**src/rtl/i2s_rx.sv**
```systemverilog
// ---------------------------------------------------------------------------
// i2s_rx
//
// Philips-format I2S receiver running entirely on the system clock. The
// external bit clock, word select and serial data are oversampled through
// synchronizers; rising bit-clock edges are detected in the clk domain and
// used to deserialize stereo frames into parallel left/right samples.
//
// Parameters
//   DATA_WIDTH   width of each output sample; slot bits past this are dropped
//   SYNC_STAGES  synchronizer depth on sclk/lrclk/sdata (>= 2)
//
// Ports
//   clk           system clock (>= 4x sclk, sclk high/low >= 2 clk periods)
//   reset_n       synchronous active-low reset
//   sclk          I2S bit clock (asynchronous, treated as data)
//   lrclk         word select (asynchronous), 0 = left, 1 = right
//   sdata         serial data (asynchronous), MSB first
//   left_chan     last complete left sample
//   right_chan    last complete right sample
//   sample_valid  one-cycle pulse when left_chan/right_chan update
//   slot_err      one-cycle pulse when a closed slot had < DATA_WIDTH bits
// ---------------------------------------------------------------------------
module i2s_rx #(
    parameter int unsigned DATA_WIDTH  = 16,
    parameter int unsigned SYNC_STAGES = 2
) (
    input  logic                  clk,
    input  logic                  reset_n,
    input  logic                  sclk,
    input  logic                  lrclk,
    input  logic                  sdata,
    output logic [DATA_WIDTH-1:0] left_chan,
    output logic [DATA_WIDTH-1:0] right_chan,
    output logic                  sample_valid,
    output logic                  slot_err
);

    localparam int unsigned CNT_W = $clog2(DATA_WIDTH + 1);

    // Synchronizer chains; bit 0 is the first stage.
    logic [SYNC_STAGES-1:0] sclk_sync_q, sclk_sync_d;
    logic [SYNC_STAGES-1:0] lr_sync_q,   lr_sync_d;
    logic [SYNC_STAGES-1:0] sd_sync_q,   sd_sync_d;
    logic                   sclk_dly_q,  sclk_dly_d;

    // Deserializer state.
    logic                   prev_lr_q,   prev_lr_d;
    logic [DATA_WIDTH-1:0]  shreg_q,     shreg_d;
    logic [CNT_W-1:0]       cnt_q,       cnt_d;
    logic [DATA_WIDTH-1:0]  left_hold_q, left_hold_d;
    logic                   armed_q,     armed_d;

    // Registered outputs.
    logic [DATA_WIDTH-1:0]  left_q,      left_d;
    logic [DATA_WIDTH-1:0]  right_q,     right_d;
    logic                   valid_q,     valid_d;
    logic                   err_q,       err_d;

    // Edge detect and sampled inputs.
    logic                   sclk_rise;
    logic                   samp_lr;
    logic                   samp_sd;

    // Post-shift views of the deserializer for the boundary close.
    logic [DATA_WIDTH-1:0]  sh_post;
    logic [CNT_W-1:0]       cnt_post;
    logic [DATA_WIDTH-1:0]  word;
    logic                   cnt_full;

    // Synchronizers plus one extra delay on sclk for rising-edge detection.
    always_comb begin
        sclk_sync_d = {sclk_sync_q[SYNC_STAGES-2:0], sclk};
        lr_sync_d   = {lr_sync_q[SYNC_STAGES-2:0],   lrclk};
        sd_sync_d   = {sd_sync_q[SYNC_STAGES-2:0],   sdata};
        sclk_dly_d  = sclk_sync_q[SYNC_STAGES-1];
        sclk_rise   = sclk_sync_q[SYNC_STAGES-1] & ~sclk_dly_q;
        samp_lr     = lr_sync_q[SYNC_STAGES-1];
        samp_sd     = sd_sync_q[SYNC_STAGES-1];
    end

    // Shift a bit in on every rising sclk edge, then close the slot when
    // lrclk changed; the boundary edge still carries the previous slot's LSB.
    always_comb begin
        prev_lr_d   = prev_lr_q;
        shreg_d     = shreg_q;
        cnt_d       = cnt_q;
        left_hold_d = left_hold_q;
        armed_d     = armed_q;
        left_d      = left_q;
        right_d     = right_q;
        valid_d     = 1'b0;
        err_d       = 1'b0;

        cnt_full = (cnt_q >= CNT_W'(DATA_WIDTH));
        sh_post  = shreg_q;
        cnt_post = cnt_q;
        if (!cnt_full) begin
            sh_post  = {shreg_q[DATA_WIDTH-2:0], samp_sd};
            cnt_post = cnt_q + CNT_W'(1);
        end
        // Short slots are left-justified with zero LSBs.
        word = sh_post << (CNT_W'(DATA_WIDTH) - cnt_post);

        if (sclk_rise) begin
            shreg_d = sh_post;
            cnt_d   = cnt_post;

            if (samp_lr != prev_lr_q) begin
                if (armed_q) begin
                    if (cnt_post < CNT_W'(DATA_WIDTH)) begin
                        err_d = 1'b1;
                    end
                    if (!prev_lr_q) begin
                        left_hold_d = word;
                    end else begin
                        left_d  = left_hold_q;
                        right_d = word;
                        valid_d = 1'b1;
                    end
                end
                // The first boundary after reset only arms the block.
                shreg_d   = '0;
                cnt_d     = '0;
                armed_d   = 1'b1;
                prev_lr_d = samp_lr;
            end
        end
    end

    // State register with synchronous active-low reset.
    always_ff @(posedge clk) begin
        if (!reset_n) begin
            sclk_sync_q <= '0;
            lr_sync_q   <= '0;
            sd_sync_q   <= '0;
            sclk_dly_q  <= 1'b0;
            prev_lr_q   <= 1'b0;
            shreg_q     <= '0;
            cnt_q       <= '0;
            left_hold_q <= '0;
            armed_q     <= 1'b0;
            left_q      <= '0;
            right_q     <= '0;
            valid_q     <= 1'b0;
            err_q       <= 1'b0;
        end else begin
            sclk_sync_q <= sclk_sync_d;
            lr_sync_q   <= lr_sync_d;
            sd_sync_q   <= sd_sync_d;
            sclk_dly_q  <= sclk_dly_d;
            prev_lr_q   <= prev_lr_d;
            shreg_q     <= shreg_d;
            cnt_q       <= cnt_d;
            left_hold_q <= left_hold_d;
            armed_q     <= armed_d;
            left_q      <= left_d;
            right_q     <= right_d;
            valid_q     <= valid_d;
            err_q       <= err_d;
        end
    end

    assign left_chan    = left_q;
    assign right_chan   = right_q;
    assign sample_valid = valid_q;
    assign slot_err     = err_q;

endmodule

```
**config.mk**
```make
export PLATFORM = sky130hd
export DESIGN_NAME = i2s_rx
export DESIGN_NICKNAME = d
export VERILOG_FILES = /design/src/rtl/i2s_rx.sv
export SDC_FILE = /design/constraint.sdc
export NUM_CORES = 1
export LEC_CHECK = 0
export BUFFER_PORTS_ARGS = -buffer_cell sky130_fd_sc_hd__buf_4
export CAP_MARGIN = 40
export CORE_ASPECT_RATIO = 0.8
export CORE_MARGIN = 4
export CORE_UTILIZATION = 40
export DETAILED_ROUTE_END_ITERATION = 8
export HOLD_SLACK_MARGIN = 0.1
export PLACE_DENSITY = 0.61
export SLEW_MARGIN = 20
export SYNTH_ARGS = -nofsm -noshare
export SYNTH_HDL_FRONTEND = slang
export SYNTH_SLANG_ARGS = --single-unit
```
**constraint.sdc**
```tcl
create_clock -name clk -period 7.3 [get_ports clk]
set_input_delay 0 -clock clk [delete_from_list [all_inputs] [get_ports clk]]
set_output_delay 0 -clock clk [all_outputs]
set_load 0.05 [all_outputs]
```
==> results.md <==
* Drt total wl at 8690 um
* Global-route wire length before repair at around 15000 um
* Initial antenna violation count at 0
* Top_reg_cell synth: dfxtp_1
* Final Critical Period at around 3.4 ns
* Synth top area cells: dfxtp_1, nand2_1, mux2i_1
* Period utilisation layout at 46.3%
* Starting Density at 41.1%
* Logic pwr share at between 5 and 6%
* Distinct cells, synth at 52
* FMAX at slightly below 0.3 GHz
* Setup tns final at 0 ns
* Worst-Skew Late Latency at approximately 0.34 ns
* Mux share of post-synthesis cell area at around 16%
* Design area at between 4000 and 5000 um2
* Routed WL per cell at 14.9 um
* I/O Buffers at 38
* CTS resizes at 0
* Layout cell share with drive strength beyond 1 at roughly a fifth
* Met3 wire length at ~450 um
* Status: complete, no violations
* Post-synth EDFFs at 0
* Ports at 39
* Max stage delay on crit path at between 0.6 and 0.7 ns
* Most frequent cell after synthesis: dfxtp_1
* Psw at ~0.21 mW
* Final setup violation count at 0
* Switching Fraction at 22.5%
* Worst path arrival time at 3.65 ns
* Die ar. at 11600 um2
* Sequential fraction of the synthesis area at ~40%
* Unrepaired setup endpoints after global routing: no
* ANT nets after route at 0
* Placed Area at 4310 um2
* Core area at around 9600 um2
* Synth Area in Compound Gates at approximately 17%
* Most frequent cell on the critical path: ha_1
* DR top layer: met4
* Vias post-DR at about 3100
* Syn nets at between 400 and 500
* FF+latch count, synth at 80
* Dpl hpwl at ~6000 um
* Area delta synth->final at 17.1%
* Initial DRC count at approximately 240
* TritonCTS clock tree: yes
* Synth Area in Simple Gates at 18.7%
* Largest net degree at the start of global routing at 76
* Hold Path Cell Cnt at 2
* Crit end category: flip-flop
* Critical-path top delay cell: ha_1
* Worst Path Required at 7.57 ns
* Syn. warnings at 0
* Ys async rst share at 0%
* Chip Width at 119 um
* PD cells at about 200 nW/um2
* FF-to-FF setup slack at a little under 4 ns
* WS Path Type: reg2reg
* Register share of total power at ~47%
* Share of the synthesized area in the top cell type at around two fifths
* DR DRC count at 0
* Crit-path cells: inv_4 > ha_1 > mux2i_1 > ha_1 > clkinv_1 > or2_2 > a2111oi_2 > nand2_1 > a21boi_1
* Synth Area in Adders at roughly 1.3%
* Final worst slack at roughly 4 ns
* TritonCTS Buffers at 9
* Metal2 WL at around 3600 um
* Syn Inst Count at 416
* Row count at 32
* Critical path peak fanout at 19
* VDD IR max at between 0.00015 and 0.0002 V
* Max-cap viol count at 0
* Hold EP: armed_q
* CTS Buffer Depth at 2
* Hold path start: reset_n
* Fin. Hold Viols at 0
* Clock sink total at 80
* XOR/XNOR share of the synthesized area at approximately 1.9%
* Clock Power Share at 47.6%
* GRT Resource Usage Total at roughly 15%
* Syn avg cell area at 9.53 um2
* Hold Path Class: in2reg
* Worst R2R End: left_hold_q[3]
* Chip height at 97.1 um
* P_int at between 0.7 and 0.8 mW
* Vias/cell at between 5 and 6
* Wire length on met1 at around 4500 um
* Rel. slew slack at 53.9%
* Root Driver: clkbuf_16
* Number of antenna diodes at 0
* Synth top cells by count: dfxtp_1, nand2_1, nor2b_1, a21boi_0, clkbuf_1
* Net count, final at 450
* Pleak at 1.72 nW
* Setup WS pre-CTS at 3.95 ns
* Max-slew violation count at 0
* Post-Syn Area at 3970 um2
* CP startpoint kind: flip-flop
* Reg2Reg Launch Point: cnt_q[0]
* R2R depth at 9
* Synth area leader: dfxtp_1
* Tightest Pin Transition at just under 0.7 ns
* Vias in the first global route at ~2800
* Clock slew at reported path FFs at approximately 0.06 ns
* Postcts setup bufs at 0
* Clock Skew at ~0.0066 ns
* RePlAce Congestion at 0.850
* Largest family of logic cells by synthesized area: simple AND/OR/NAND/NOR gates
* Htree depth at 3
* Grt total ovfl at 0
* Pre-antenna DRT Iters at 4
==> power groups by stage <==
stage	sequential, mW	clock (mW)	combinational (mW)
2_1_floorplan	0.449	0	0.0407
3_3_place_gp	0.450	0	0.0471
3_5_place_dp	0.450	0	0.0490
4_1_cts	0.441	0.457	0.0506
5_1_grt	0.441	0.477	0.0556
6_report	0.441	0.446	0.0505
==> placed cells by master (no fill, tap or decap), types with 2 or more instances in the layout <==
cell type,count
mux2_4,2
a32o_1,8
nor3b_1,5
clkbuf_16,9
buf_8,2
xnor2_2,2
dlygate4sd3_1,3
a31oi_1,9
xnor2_1,2
nor2b_1,25
nand2_1,68
nand4b_1,2
a22oi_1,20
o21ai_0,14
or2_1,2
buf_4,41
dfxtp_1,80
inv_1,3
mux4_2,5
a21boi_0,21
mux4_1,3
clkinvlp_4,3
mux2_2,16
and3_1,3
a21oi_1,4
nand3_1,2
mux2i_1,20
a21boi_1,10
or2_2,2
nor3_1,5
nor3_2,2
ha_1,4
nand2b_1,4
and2_1,9
clkinv_4,2
nor2_1,12
o21a_1,3
xor2_1,2
==> worst max path at each step <==
stage / startpoint / to / slack, ns / cells after the start
2_1_floorplan: cnt_q[0] / left_hold_q[12] / 4.46 / 13
3_3_place_gp: cnt_q[4] / left_hold_q[12] / 3.60 / 8
3_5_place_dp: cnt_q[0] / left_hold_q[3] / 3.95 / 9
4_1_cts: cnt_q[0] / left_hold_q[3] / 3.92 / 9
5_1_grt: cnt_q[0] / right_chan[3] / 3.60 / 9
6_report: cnt_q[0] / left_hold_q[3] / 3.92 / 9
==> layout make-up <==
class / count / area [um2]
clock inverter: 6 / 70.1
sequential: 80 / 1600
tap: 136 / 170
multi-input combinational: 298 / 2170
timing repair buffer: 47 / 379
inverter: 5 / 21.3
fill: 940 / 5010
clock buffer: 10 / 229
==> layer usage <==
metal  up-vias  track usage [%]
li1       1522                -
met1      1491             23.6
met2        60             21.2
met3        13             4.25
met4         0             4.23
met5         -                0
==> critical path, delay by kind of cell, from the launching register on <==
family                     cells  cell delay (ns)
AOI/OAI and AO/OA              2             0.63
adders and majority gates      2             0.98
buffers and inverters          2             0.57
DFF                            1             0.50
muxes                          1             0.11
and+or+nand+nor                2             0.52
==> through the flow <==
step | hold WS (ns) | utilization (%) | instances | total power [mW]
after floorplan | 0.127 | - | 416 | 0.490
after global placement | 0.211 | 44.2 | 559 | 0.497
after detailed placement | 0.211 | 44.7 | 563 | 0.499
after CTS | 0.198 | 48.1 | 582 | 0.948
after global routing | 0.251 | 48.1 | 582 | 0.973
final | 0.205 | 48.1 | 582 | 0.937
==> logic make-up after synthesis <==
family / count (synthesis)
buffers and inverters: 38
muxes: 47
xor gates and xnor gates: 7
DFF: 80
AOI/OAI and AO/OA: 94
adders and majority gates: 4
and+or+nand+nor: 146
==> flip-flops by register name, summed over array words and instances, names as in the netlist <==
signal and count:
lr_sync_q 2, sd_sync_q 2, sclk_dly_q 1, sclk_sync_q 2, left_hold_q 16, prev_lr_q 1, cnt_q 5, left_chan 16
slot_err 1, right_chan 16, shreg_q 16, armed_q 1, sample_valid 1
==> timing repair <==
| action | in CTS | in global routing |
|---|---|---|
| hold buffers | 3 | 0 |
| hold endpoints to repair | 3 | 0 |
| setup endpoints to repair | 0 | 0 |
Power figures use the tool's default switching activity.
